--- config.mk ---
export PLATFORM = sky130hd
export DESIGN_NAME = sdram_port_arbiter_flat
export DESIGN_NICKNAME = d
export VERILOG_FILES = /design/src/rtl/sdram_pkg.sv /design/src/rtl/sdram_port_arbiter_if.sv /design/src/rtl/sdram_tag_fifo.sv /design/src/rtl/sdram_port_arbiter.sv /design/src/flat_wrapper.sv
export SDC_FILE = /design/constraint.sdc
export NUM_CORES = 1
export LEC_CHECK = 0
export BUFFER_PORTS_ARGS = -buffer_cell sky130_fd_sc_hd__buf_2
export CAP_MARGIN = 5
export CORE_UTILIZATION = 44
export CTS_CLUSTER_SIZE = 12
export DETAILED_ROUTE_END_ITERATION = 8
export PLACE_DENSITY = 0.77
export SKIP_CTS_REPAIR_TIMING = 1
export SLEW_MARGIN = 10
export SYNTH_ARGS = -nofsm -noshare
export SYNTH_HDL_FRONTEND = slang
export SYNTH_SLANG_ARGS = --single-unit
export TNS_END_PERCENT = 30
--- constraint.sdc ---
create_clock -name clk -period 2.47 [get_ports clk]
set_clock_uncertainty 0.05 [all_clocks]
set_input_delay 0 -clock clk [delete_from_list [all_inputs] [get_ports clk]]
set_output_delay 0 -clock clk [all_outputs]
set_load 0.02 [all_outputs]
--- src/rtl/sdram_pkg.sv ---
// Shared types and constants for the SDRAM port arbiter and its tag FIFO.
package sdram_pkg;

   // Address width of the byte-wide SDRAM controller command interface.
   localparam int SDRAM_ADDR_DEPTH = 25;

   // Identifies which requesting port issued a command.
   typedef enum logic {
      PORT_A = 1'b0,
      PORT_B = 1'b1
   } port_id_t;

   // One controller command as held in the arbiter's command register.
   typedef struct packed {
      logic                        is_wr;
      logic [SDRAM_ADDR_DEPTH-1:0] addr;
      logic [7:0]                  wdata;
   } sdram_cmd_t;

endpackage

--- src/rtl/sdram_port_arbiter_if.sv ---
// Signal bundle between the two requesting ports, the arbiter and the SDRAM
// controller. The slave modport is the arbiter's view; the master modport is
// the view of everything around it (both clients plus the controller).
interface sdram_port_arbiter_if
   import sdram_pkg::*;
#(
   parameter int ADDR_DEPTH = SDRAM_ADDR_DEPTH
);

   // Port A (high-bandwidth client)
   logic [ADDR_DEPTH-1:0] pa_addr;
   logic [7:0]            pa_wdata;
   logic                  pa_wr;
   logic                  pa_rd;
   logic                  pa_ack;
   logic [7:0]            pa_rdata;
   logic                  pa_rval;

   // Port B (general client)
   logic [ADDR_DEPTH-1:0] pb_addr;
   logic [7:0]            pb_wdata;
   logic                  pb_wr;
   logic                  pb_rd;
   logic                  pb_ack;
   logic [7:0]            pb_rdata;
   logic                  pb_rval;

   // Controller command/response side
   logic [ADDR_DEPTH-1:0] addr_in;
   logic [7:0]            data_wr;
   logic                  wr;
   logic                  rd;
   logic                  rdy;
   logic                  val;
   logic [7:0]            data_rd;
   logic                  err_val;

   modport slave (
      input  pa_addr, pa_wdata, pa_wr, pa_rd,
      output pa_ack, pa_rdata, pa_rval,
      input  pb_addr, pb_wdata, pb_wr, pb_rd,
      output pb_ack, pb_rdata, pb_rval,
      output addr_in, data_wr, wr, rd, err_val,
      input  rdy, val, data_rd
   );

   modport master (
      output pa_addr, pa_wdata, pa_wr, pa_rd,
      input  pa_ack, pa_rdata, pa_rval,
      output pb_addr, pb_wdata, pb_wr, pb_rd,
      input  pb_ack, pb_rdata, pb_rval,
      input  addr_in, data_wr, wr, rd, err_val,
      output rdy, val, data_rd
   );

endinterface

--- src/rtl/sdram_tag_fifo.sv ---
// Synchronous FIFO of port ids. Records which port issued each outstanding
// read so controller responses can be routed back in issue order.
module sdram_tag_fifo
   import sdram_pkg::*;
#(
   parameter  int DEPTH = 4,
   localparam int PTR_W = (DEPTH > 1) ? $clog2(DEPTH) : 1,
   localparam int CNT_W = $clog2(DEPTH) + 1
) (
   input  logic             clk,
   input  logic             rst,
   input  logic             push,
   input  port_id_t         push_id,
   input  logic             pop,
   output port_id_t         head_id,
   output logic             full,
   output logic             empty,
   output logic [CNT_W-1:0] count
);

   port_id_t         mem [DEPTH];
   logic [PTR_W-1:0] wr_ptr;
   logic [PTR_W-1:0] rd_ptr;
   logic             do_push;
   logic             do_pop;

   // Pointers wrap at DEPTH explicitly so DEPTH=1 also works.
   function automatic logic [PTR_W-1:0] ptr_inc(input logic [PTR_W-1:0] p);
      return (p == PTR_W'(DEPTH - 1)) ? '0 : p + PTR_W'(1);
   endfunction

   assign do_push = push && !full;
   assign do_pop  = pop && !empty;
   assign full    = (count == CNT_W'(DEPTH));
   assign empty   = (count == '0);
   assign head_id = mem[rd_ptr];

   // Pointer and occupancy bookkeeping; push and pop together leave count unchanged.
   always_ff @(posedge clk) begin
      // NOTE: sequential state uses non-blocking assignments so every register
      // samples pre-edge values, independent of statement order.
      if (rst) begin
         wr_ptr <= '0;
         rd_ptr <= '0;
         count  <= '0;
      end else begin
         if (do_push) wr_ptr <= ptr_inc(wr_ptr);
         if (do_pop)  rd_ptr <= ptr_inc(rd_ptr);
         case ({do_push, do_pop})
            2'b10:   count <= count + CNT_W'(1);
            2'b01:   count <= count - CNT_W'(1);
            default: count <= count;
         endcase
      end
   end

   // Tag storage write.
   always_ff @(posedge clk) begin
      // NOTE: storage is deliberately not reset; count/pointers define which
      // entries are meaningful, so flushing them is enough.
      if (do_push) mem[wr_ptr] <= push_id;
   end

endmodule

--- src/rtl/sdram_port_arbiter.sv ---
// Two-port arbiter in front of the byte-wide SDRAM controller. Grants one of
// port A / port B per cycle into a one-entry command register and routes each
// read response back to the port that issued it, in order.
module sdram_port_arbiter
   import sdram_pkg::*;
#(
   parameter  int ADDR_DEPTH         = SDRAM_ADDR_DEPTH,
   parameter  int MAX_RD_OUTSTANDING = 4,
   parameter  bit FIXED_PRIORITY     = 1'b0,
   localparam int CNT_W              = $clog2(MAX_RD_OUTSTANDING) + 1
) (
   input  logic                 clk,
   input  logic                 rst,
   sdram_port_arbiter_if.slave  bus
);

   // Command register feeding the controller.
   logic       cmd_valid;
   sdram_cmd_t cmd_q;
   port_id_t   last_grant;

   // Request decode and arbitration.
   sdram_cmd_t a_cmd;
   sdram_cmd_t b_cmd;
   sdram_cmd_t win_cmd;
   port_id_t   win_id;
   logic       can_cap;
   logic       a_elig;
   logic       b_elig;
   logic       grant_a;
   logic       grant_b;
   logic       capture;

   // Read-tag tracking.
   logic             tag_push;
   logic             tag_pop;
   port_id_t         head_id;
   logic             tag_full;
   logic             tag_empty;
   logic [CNT_W-1:0] rd_count;

   // Read-return registers.
   logic       pa_rval_q;
   logic       pb_rval_q;
   logic [7:0] pa_rdata_q;
   logic [7:0] pb_rdata_q;
   logic       err_q;

   sdram_tag_fifo #(
      .DEPTH (MAX_RD_OUTSTANDING)
   ) u_tag_fifo (
      .clk     (clk),
      .rst     (rst),
      .push    (tag_push),
      .push_id (win_id),
      .pop     (tag_pop),
      .head_id (head_id),
      .full    (tag_full),
      .empty   (tag_empty),
      .count   (rd_count)
   );

   // Decode each port's request and decide whether it may be captured now.
   always_comb begin
      // NOTE: every always_comb output gets a default first so no path leaves
      // it unassigned, which would otherwise infer a latch.
      a_cmd   = '0;
      b_cmd   = '0;
      a_cmd.is_wr = bus.pa_wr;  // wr wins when a port raises both wr and rd
      a_cmd.addr  = bus.pa_addr;
      a_cmd.wdata = bus.pa_wdata;
      b_cmd.is_wr = bus.pb_wr;
      b_cmd.addr  = bus.pb_addr;
      b_cmd.wdata = bus.pb_wdata;
      // Register can take a new command if empty or its current one issues now.
      can_cap = !cmd_valid || bus.rdy;
      // Reads also need a free tag slot; a pop this cycle does not count.
      a_elig  = !rst && (bus.pa_wr || bus.pa_rd) && can_cap && (bus.pa_wr || !tag_full);
      b_elig  = !rst && (bus.pb_wr || bus.pb_rd) && can_cap && (bus.pb_wr || !tag_full);
   end

   // Pick the winner: fixed priority to A, or alternate away from last_grant.
   always_comb begin
      grant_a = 1'b0;
      grant_b = 1'b0;
      if (a_elig && b_elig) begin
         if (FIXED_PRIORITY || last_grant == PORT_B) grant_a = 1'b1;
         else                                        grant_b = 1'b1;
      end else begin
         grant_a = a_elig;
         grant_b = b_elig;
      end
   end

   // Winner's command and tag bookkeeping strobes.
   always_comb begin
      win_id   = grant_b ? PORT_B : PORT_A;
      win_cmd  = grant_b ? b_cmd : a_cmd;
      capture  = grant_a || grant_b;
      tag_push = capture && !win_cmd.is_wr;
      tag_pop  = bus.val && !tag_empty;
   end

   // Command register: load on capture, otherwise drain once the controller accepts.
   always_ff @(posedge clk) begin
      if (rst) begin
         cmd_valid  <= 1'b0;
         cmd_q      <= '0;
         last_grant <= PORT_B;
      end else if (capture) begin
         cmd_valid  <= 1'b1;
         cmd_q      <= win_cmd;
         last_grant <= win_id;
      end else if (bus.rdy) begin
         cmd_valid  <= 1'b0;
      end
   end

   // Route controller read data to the owning port; flag unsolicited responses.
   always_ff @(posedge clk) begin
      if (rst) begin
         pa_rval_q  <= 1'b0;
         pb_rval_q  <= 1'b0;
         pa_rdata_q <= '0;
         pb_rdata_q <= '0;
         err_q      <= 1'b0;
      end else begin
         pa_rval_q <= tag_pop && (head_id == PORT_A);
         pb_rval_q <= tag_pop && (head_id == PORT_B);
         if (tag_pop && head_id == PORT_A) pa_rdata_q <= bus.data_rd;
         if (tag_pop && head_id == PORT_B) pb_rdata_q <= bus.data_rd;
         // Judged on pre-edge occupancy, so a same-cycle push does not cover it.
         if (bus.val && rd_count == '0) err_q <= 1'b1;
      end
   end

   assign bus.pa_ack   = grant_a;
   assign bus.pb_ack   = grant_b;
   assign bus.wr       = cmd_valid && cmd_q.is_wr;
   assign bus.rd       = cmd_valid && !cmd_q.is_wr;
   assign bus.addr_in  = cmd_q.addr;
   assign bus.data_wr  = cmd_q.wdata;
   assign bus.pa_rval  = pa_rval_q;
   assign bus.pb_rval  = pb_rval_q;
   assign bus.pa_rdata = pa_rdata_q;
   assign bus.pb_rdata = pb_rdata_q;
   assign bus.err_val  = err_q;

endmodule

--- src/flat_wrapper.sv ---
// flat-port wrapper written by rule: the top's interface ports become plain ports
module sdram_port_arbiter_flat import sdram_pkg::*;
#(
   parameter  int ADDR_DEPTH         = SDRAM_ADDR_DEPTH,
   parameter  int MAX_RD_OUTSTANDING = 4,
   parameter  bit FIXED_PRIORITY     = 1'b0,
   localparam int CNT_W              = $clog2(MAX_RD_OUTSTANDING) + 1
)
  (clk, rst, bus_pa_addr, bus_pa_wdata, bus_pa_wr, bus_pa_rd, bus_pa_ack, bus_pa_rdata, bus_pa_rval, bus_pb_addr, bus_pb_wdata, bus_pb_wr, bus_pb_rd, bus_pb_ack, bus_pb_rdata, bus_pb_rval, bus_addr_in, bus_data_wr, bus_wr, bus_rd, bus_err_val, bus_rdy, bus_val, bus_data_rd);
  sdram_port_arbiter_if #(.ADDR_DEPTH(ADDR_DEPTH)) bus_i ();
  input  logic clk;
  input  logic rst;
  input wire logic [$bits(bus_i.pa_addr)-1:0] bus_pa_addr;
  input wire logic [$bits(bus_i.pa_wdata)-1:0] bus_pa_wdata;
  input wire logic [$bits(bus_i.pa_wr)-1:0] bus_pa_wr;
  input wire logic [$bits(bus_i.pa_rd)-1:0] bus_pa_rd;
  output wire logic [$bits(bus_i.pa_ack)-1:0] bus_pa_ack;
  output wire logic [$bits(bus_i.pa_rdata)-1:0] bus_pa_rdata;
  output wire logic [$bits(bus_i.pa_rval)-1:0] bus_pa_rval;
  input wire logic [$bits(bus_i.pb_addr)-1:0] bus_pb_addr;
  input wire logic [$bits(bus_i.pb_wdata)-1:0] bus_pb_wdata;
  input wire logic [$bits(bus_i.pb_wr)-1:0] bus_pb_wr;
  input wire logic [$bits(bus_i.pb_rd)-1:0] bus_pb_rd;
  output wire logic [$bits(bus_i.pb_ack)-1:0] bus_pb_ack;
  output wire logic [$bits(bus_i.pb_rdata)-1:0] bus_pb_rdata;
  output wire logic [$bits(bus_i.pb_rval)-1:0] bus_pb_rval;
  output wire logic [$bits(bus_i.addr_in)-1:0] bus_addr_in;
  output wire logic [$bits(bus_i.data_wr)-1:0] bus_data_wr;
  output wire logic [$bits(bus_i.wr)-1:0] bus_wr;
  output wire logic [$bits(bus_i.rd)-1:0] bus_rd;
  output wire logic [$bits(bus_i.err_val)-1:0] bus_err_val;
  input wire logic [$bits(bus_i.rdy)-1:0] bus_rdy;
  input wire logic [$bits(bus_i.val)-1:0] bus_val;
  input wire logic [$bits(bus_i.data_rd)-1:0] bus_data_rd;
  assign bus_i.pa_addr = bus_pa_addr;
  assign bus_i.pa_wdata = bus_pa_wdata;
  assign bus_i.pa_wr = bus_pa_wr;
  assign bus_i.pa_rd = bus_pa_rd;
  assign bus_pa_ack = bus_i.pa_ack;
  assign bus_pa_rdata = bus_i.pa_rdata;
  assign bus_pa_rval = bus_i.pa_rval;
  assign bus_i.pb_addr = bus_pb_addr;
  assign bus_i.pb_wdata = bus_pb_wdata;
  assign bus_i.pb_wr = bus_pb_wr;
  assign bus_i.pb_rd = bus_pb_rd;
  assign bus_pb_ack = bus_i.pb_ack;
  assign bus_pb_rdata = bus_i.pb_rdata;
  assign bus_pb_rval = bus_i.pb_rval;
  assign bus_addr_in = bus_i.addr_in;
  assign bus_data_wr = bus_i.data_wr;
  assign bus_wr = bus_i.wr;
  assign bus_rd = bus_i.rd;
  assign bus_err_val = bus_i.err_val;
  assign bus_i.rdy = bus_rdy;
  assign bus_i.val = bus_val;
  assign bus_i.data_rd = bus_data_rd;
  sdram_port_arbiter #(.ADDR_DEPTH(ADDR_DEPTH), .MAX_RD_OUTSTANDING(MAX_RD_OUTSTANDING), .FIXED_PRIORITY(FIXED_PRIORITY)) u_core (.clk(clk), .rst(rst), .bus(bus_i));
endmodule
==> flow_metrics.env, run 1 <==
export IMPL_outcome="finished, final reports clean"
export IMPL_synth_nets=468
export IMPL_drv_cap=0
export IMPL_synth_area_sq_um=3440
export IMPL_cts_tree="done"
export IMPL_die_x_microns=90.4
export IMPL_final_nets=634
export IMPL_whs_path_depth=3
export IMPL_ys_ff_latch=68
export IMPL_slew_viol_final=0
export IMPL_wl_per_cell_microns=16.7
export IMPL_fmax_mhz=430
export IMPL_post_place_cells=557
export IMPL_die_h_microns=90.4
export IMPL_final_seq_area_sq_um=1410
export IMPL_synth_area_top_cells="dfxtp_1 (37%), a311oi_1 (8.4%), buf_4 (8.1%), a21oi_1 (6.3%), nand4_1 (6.0%)"
export IMPL_cts_max_level=3
export IMPL_cts_root_buf="clkbuf_8"
export IMPL_synth_edf_count=4
export IMPL_setup_viol=0
export IMPL_first_global_vias=3054
export IMPL_grt_pass1_wl_mm=14.2
export IMPL_n_fill_cell=558
export IMPL_num_vias=3712
export IMPL_drc=0
export IMPL_rsz0062_at_grt="no"
export IMPL_finalCritPeriodShare_pct=94.1
export IMPL_synth_top_area_cell="dfxtp_1"
export IMPL_hpwlAfterDp_mm=6.01
export IMPL_multi_input_area_sq_um=1570
export IMPL_synth_avg_cell_area_sq_um=9.07
export IMPL_reg2reg_slack_ns=0.15
export IMPL_clk_pin_slew_ns=0.08
export IMPL_synth_seq_area_share_pct=40.8
export IMPL_fin_util_pct=66.9
export IMPL_areaGrowthSynthToFinish_pct=44.3
export IMPL_drtIter0Drc=237
export IMPL_worst_slew_pin_slew_ns=1.18
export IMPL_yosysUniqueCellTypes=42
export IMPL_cpPeakStageDelay_ns=0.40
export IMPL_rows=31
export IMPL_required_ns=2.69
export IMPL_clk_insertion_delay_late_ns=0.34
export IMPL_hold_class="primary input to flip-flop"
export IMPL_ir_drop_uv=487
export IMPL_cts_sinks=68
export IMPL_synthArstFlopShare_pct=0
export IMPL_slowest_stage="or3b_1"
export IMPL_crit_arrival_ns=2.54
export IMPL_synthCells=379
export IMPL_worstSetupEndpointType="flip-flop"
export IMPL_clock_path_buffers=2
export IMPL_fin_cells=649
export IMPL_io_pins=138
export IMPL_antenna_found_initial=0
export IMPL_initial_core_util_pct=46.4
export IMPL_worstPathCellList="or3b_1 -> o211a_1 -> inv_2 -> ha_1 -> inv_1 -> fa_1 -> xor2_1 -> or3_1 -> a21oi_1"
export IMPL_crit_fanout=7
export IMPL_grt_max_degree=69
export IMPL_power_leakage_uw=0.00217
export IMPL_antenna_left=0
export IMPL_ys_warn_count=0
export IMPL_core_area_sq_um=7410
export IMPL_power_density_nw_per_um2=707
export IMPL_grt_use_total_pct=21.2
export IMPL_grt_ovfl_total=0
export IMPL_cts_buffers=9
export IMPL_hold_viol_final=0
export IMPL_start_kind="flip-flop"
export IMPL_dr_pass1_iters=6
export IMPL_r2r_cells=9
export IMPL_num_antenna_cells=0
export IMPL_maxSlewHeadroom_pct=21.2
export IMPL_period_minus_slack_ns=2.32
export IMPL_wl_mm=10.8
export IMPL_worstSetupPathType="flip-flop to flip-flop"
export IMPL_synthFlopType="dfxtp_1"
export IMPL_placement_io_buffers=137
export IMPL_drt_vias_per_instance=5.72
export IMPL_layout_drive_gt1_share_pct=32.9
export IMPL_synthDominantCellAreaShare_pct=37.3
export IMPL_die_area_sq_um=8170
export IMPL_routabilityCongestion=0.814
[report_power, final]
| group | internal (uW) | switching, uW |
|---|---|---|
| registers | 1240 | 86.4 |
| logic | 421 | 568 |
| clock network | 741 | 449 |
| total | 2400 | 1100 |
[synthesized netlist by cell type (9+ instances only)]
master / n
a21oi_1: 43
inv_1: 9
mux2i_1: 16
nand4_1: 33
a311oi_1: 33
nor2_1: 27
dfxtp_1: 64
buf_2: 16
o21ai_0: 33
clkbuf_1: 11
buf_4: 37
[cell usage in the layout (no fill, tap or decap), types with 3 or more instances in the layout]
cell             n
edfxtp_1         4
clkbuf_8         9
nand4_1         33
bufinv_16        3
nor2_1          25
a311oi_1        33
inv_1            8
mux2i_1         16
dlygate4sd3_1   76
buf_12           3
nor3_1           5
dfxtp_2          3
and2_1           5
nand2_1          4
buf_4            7
ha_1             6
o21ai_0         33
buf_2          137
nor2_2           3
dfxtp_1         61
a21oi_1         43
[path summary, 6_finish.rpt]
check	startpoint	end
worst max register to register	u_core.u_tag_fifo.count[0]	u_core.u_tag_fifo.count[2]
worst max-delay path	u_core.u_tag_fifo.count[0]	u_core.u_tag_fifo.count[2]
worst min-delay path	bus_rdy	u_core.cmd_valid
worst min register to register	u_core.bus.err_val	u_core.bus.err_val
[metal layers]
layer	track usage, %	vias to the layer above	part of all wire [%]
li1	-	1708	-
met1	26.2	1731	39
met2	35.2	236	50
met4	5.65	0	2.7
met3	6.90	37	8.0
met5	0	-	0
[critical path: cells and delay by family, from the launching register on]
| kind | cells | cell delay [ns] |
|---|---|---|
| buf+inv | 2 | 0.15 |
| fa+ha+maj | 2 | 0.56 |
| flops | 1 | 0.36 |
| compound gates | 2 | 0.29 |
| xor+xnor | 1 | 0.15 |
| simple gates | 2 | 0.71 |
[registers in the layout (all words and copies together), names as in the netlist, named ones only]
| name | flops |
|---|---|
| u_core.cmd_valid | 1 |
| u_core.bus.pa_rval | 1 |
| u_core.u_tag_fifo.mem | 4 |
| u_core.last_grant | 1 |
| u_core.bus.data_wr | 8 |
| u_core.bus.pa_rdata | 8 |
| u_core.bus.addr_in | 25 |
| u_core.bus.pb_rdata | 8 |
| u_core.cmd_q | 1 |
| u_core.u_tag_fifo.rd_ptr | 2 |
| u_core.bus.err_val | 1 |
| u_core.u_tag_fifo.wr_ptr | 2 |
| u_core.bus.pb_rval | 1 |
| u_core.u_tag_fifo.count | 3 |
[final cells by class]
type,instances,share of cell area (%)
timing repair buffer,223,31.4
clock buffer,10,3.00
sequential,68,28.3
multi-input combinational,234,31.7
tap,99,2.50
clock inverter,6,2.35
inverter,9,0.681
[cells by family (layout without fill, tap and decap cells)]
group                      Yosys count  after routing  synth area share (%)
buffers and inverters               77            248                  13.7
adders and majority gates            7              7                  2.77
AOI/OAI and AO/OA                  121            121                  22.7
xor gates and xnor gates             2              2                 0.510
muxes                               19             19                  5.97
and+or+nand+nor                     85             85                  13.6
DFF                                 68             68                  40.8
[metrics by stage]
stage	setup TNS (ns)	total power [uW]	hold slack, ns	area [sq um]	setup WS, ns
after floorplan	0	1990	0.0907	3440	0.135
after global placement	0	2190	0.195	3930	0.172
after detailed placement	0	2220	0.204	3930	0.0884
after CTS	-0.155	3410	-0.171	4190	-0.155
after global routing	0	3670	0.0119	4960	0.0139
final	0	3500	0.00113	4960	0.146
No activity file was read; power rests on OpenSTA's default activity.
==> run 2: changes to the inputs <==
--- a/config.mk
+++ b/config.mk
@@ -9,4 +9,5 @@
 export CAP_MARGIN = 5
 export CORE_UTILIZATION = 44
+export CTS_CLUSTER_DIAMETER = 150
 export CTS_CLUSTER_SIZE = 12
 export DETAILED_ROUTE_END_ITERATION = 8
--- a/constraint.sdc
+++ b/constraint.sdc
@@ -3,3 +3,3 @@
 set_input_delay 0 -clock clk [delete_from_list [all_inputs] [get_ports clk]]
 set_output_delay 0 -clock clk [all_outputs]
-set_load 0.02 [all_outputs]
+set_load 0.05 [all_outputs]
==> run 2 against run 1 <==
  * Clock power fell by 17%
  * Largest power group unchanged
  * Power rose by 0.51%
  * Combinational power rose by 24%
  * Critical endpoint unchanged
  * Global-route usage fell by 0.060 points
  * Register-to-register slack improved by 0.02 ns
  * First-iteration DRC count rose by 60%
  * Non-clock buffer count rose by 4
  * Critical path depth did not move
==> flow_metrics.env, run 2 (same netlist as run 1, synthesis figures left out) <==
export IMPL_drt_vias_per_instance=5.71
export IMPL_cpPeakStageDelay_ns=0.41
export IMPL_drtIter0Drc=379
export IMPL_dr_pass1_iters=6
export IMPL_start_kind="flip-flop"
export IMPL_fmax_mhz=433
export IMPL_worstSetupPathType="flip-flop to flip-flop"
export IMPL_routabilityCongestion=0.840
export IMPL_slowest_stage="or3b_1"
export IMPL_grt_pass1_wl_mm=14.2
export IMPL_n_fill_cell=583
export IMPL_cts_buffers=9
export IMPL_die_h_microns=90.4
export IMPL_die_area_sq_um=8170
export IMPL_finalCritPeriodShare_pct=93.4
export IMPL_power_density_nw_per_um2=716
export IMPL_hold_class="primary input to flip-flop"
export IMPL_antenna_left=0
export IMPL_io_pins=138
export IMPL_crit_fanout=6
export IMPL_slew_viol_final=0
export IMPL_layout_commonest_cell="buf_2"
export IMPL_worst_slack_ns=0.163
export IMPL_rsz0062_at_grt="no"
export IMPL_initial_core_util_pct=46.4
export IMPL_clock_path_buffers=2
export IMPL_power_leakage_uw=0.00215
export IMPL_drc=0
export IMPL_num_vias=3728
export IMPL_final_cell_mix="buf_2 (137), dlygate4sd3_1 (77), dfxtp_1 (64)"
export IMPL_ir_drop_uv=523
export IMPL_drv_cap=0
export IMPL_worstPathCellList="or3b_1 -> o211a_4 -> inv_2 -> ha_1 -> inv_1 -> fa_1 -> xor2_1 -> or3_1 -> a21oi_1"
export IMPL_areaGrowthSynthToFinish_pct=43.2
export IMPL_num_antenna_cells=0
export IMPL_place_ws_ns=0.161
export IMPL_cts_root_buf="clkbuf_8"
export IMPL_cts_max_level=3
export IMPL_period_minus_slack_ns=2.31
export IMPL_required_ns=2.69
export IMPL_largest_reg_flops=25
export IMPL_grt_ovfl_total=0
export IMPL_finalSetupTns_ns=0
export IMPL_wl_per_cell_microns=16.5
export IMPL_outcome="finished, final reports clean"
export IMPL_wl_mm=10.8
export IMPL_clk_insertion_delay_late_ns=0.34
export IMPL_grt_use_total_pct=21.1
export IMPL_die_x_microns=90.4
export IMPL_cts_sinks=68
export IMPL_hold_viol_final=0
export IMPL_hpwlAfterDp_mm=5.62
export IMPL_worstSetupEndpointType="flip-flop"
export IMPL_grt_max_degree=69
export IMPL_first_global_vias=3080
export IMPL_crit_arrival_ns=2.53
export IMPL_rows=31
export IMPL_worst_slew_pin_slew_ns=0.678
export IMPL_layout_drive_gt1_share_pct=32.5
export IMPL_clk_pin_slew_ns=0.08
export IMPL_maxSlewHeadroom_pct=54.8
export IMPL_setup_viol=0
export IMPL_antenna_found_initial=0
export IMPL_placement_io_buffers=137
export IMPL_final_nets=638
export IMPL_cts_tree="done"
export IMPL_core_area_sq_um=7410
==> run 2: cell count changes in the layout (fill, tap and decap cells not counted), sizes merged <==
| cell | previous run | this run |
|---|---|---|
| clkinvlp | 0 | 1 |
| buf | 147 | 150 |
| inv | 11 | 10 |
| dlygate4sd3 | 76 | 77 |
| bufinv | 3 | 2 |
| clkinv | 1 | 2 |
==> run 2: area by class of cell <==
class | instances | area, sq um | share of cell area (%)
multi-input cells | 234 | 1580 | 32.1
clock inverters | 6 | 87.6 | 1.78
well taps | 99 | 124 | 2.52
repair buffers | 227 | 1570 | 31.8
inverters | 9 | 33.8 | 0.686
flip-flops and latches | 68 | 1400 | 28.5
clock buffers | 10 | 128 | 2.59
==> run 2: final timing paths <==
kind              slack [ns]  cells after the start                       start                    endpoint
setup / recovery        0.16                      9  u_core.u_tag_fifo.count[0]  u_core.u_tag_fifo.count[2]
hold / removal          0.02                      3                   bus_pb_wr            u_core.cmd_valid
hold reg to reg         0.44                      2          u_core.bus.err_val          u_core.bus.err_val
setup reg to reg        0.16                      9  u_core.u_tag_fifo.count[0]  u_core.u_tag_fifo.count[2]
==> run 2: report_power, final <==
group / internal [uW] / switching (uW)
clock network: 569 / 421
logic: 437 / 791
registers: 1230 / 69.2
==> run 2: per-layer routing <==
metal  track usage, %  up-vias  wire (microns)
met5                0        -               0
met4             4.70        0             421
met3             7.41       46             991
met2             37.0      272            5250
met1             24.7     1698            4140
li1                 -     1712               -
==> run 2: critical path, delay by kind of cell, from the launching register on <==
family / cells / cell delay, ns
xor gates and xnor gates: 1 / 0.16
buffers and inverters: 2 / 0.13
adders and majority gates: 2 / 0.56
and+or+nand+nor: 2 / 0.71
AOI/OAI and AO/OA: 2 / 0.32
DFF: 1 / 0.31
==> run 2: per-stage QoR <==
| step | instances | hold slack, ns | total power [uW] | cell area [sq um] | utilization (%) |
|---|---|---|---|---|---|
| global placement | 560 | 0.195 | 2410 | 3930 | 53.0 |
| detailed placement | 560 | 0.209 | 2430 | 3930 | 53.0 |
| CTS | 576 | -0.166 | 3430 | 4140 | 55.9 |
| global route | 653 | 0.0216 | 3700 | 4920 | 66.4 |
| floorplan | 379 | 0.0907 | 2200 | 3440 | - |
| finish | 653 | 0.0231 | 3520 | 4920 | 66.4 |
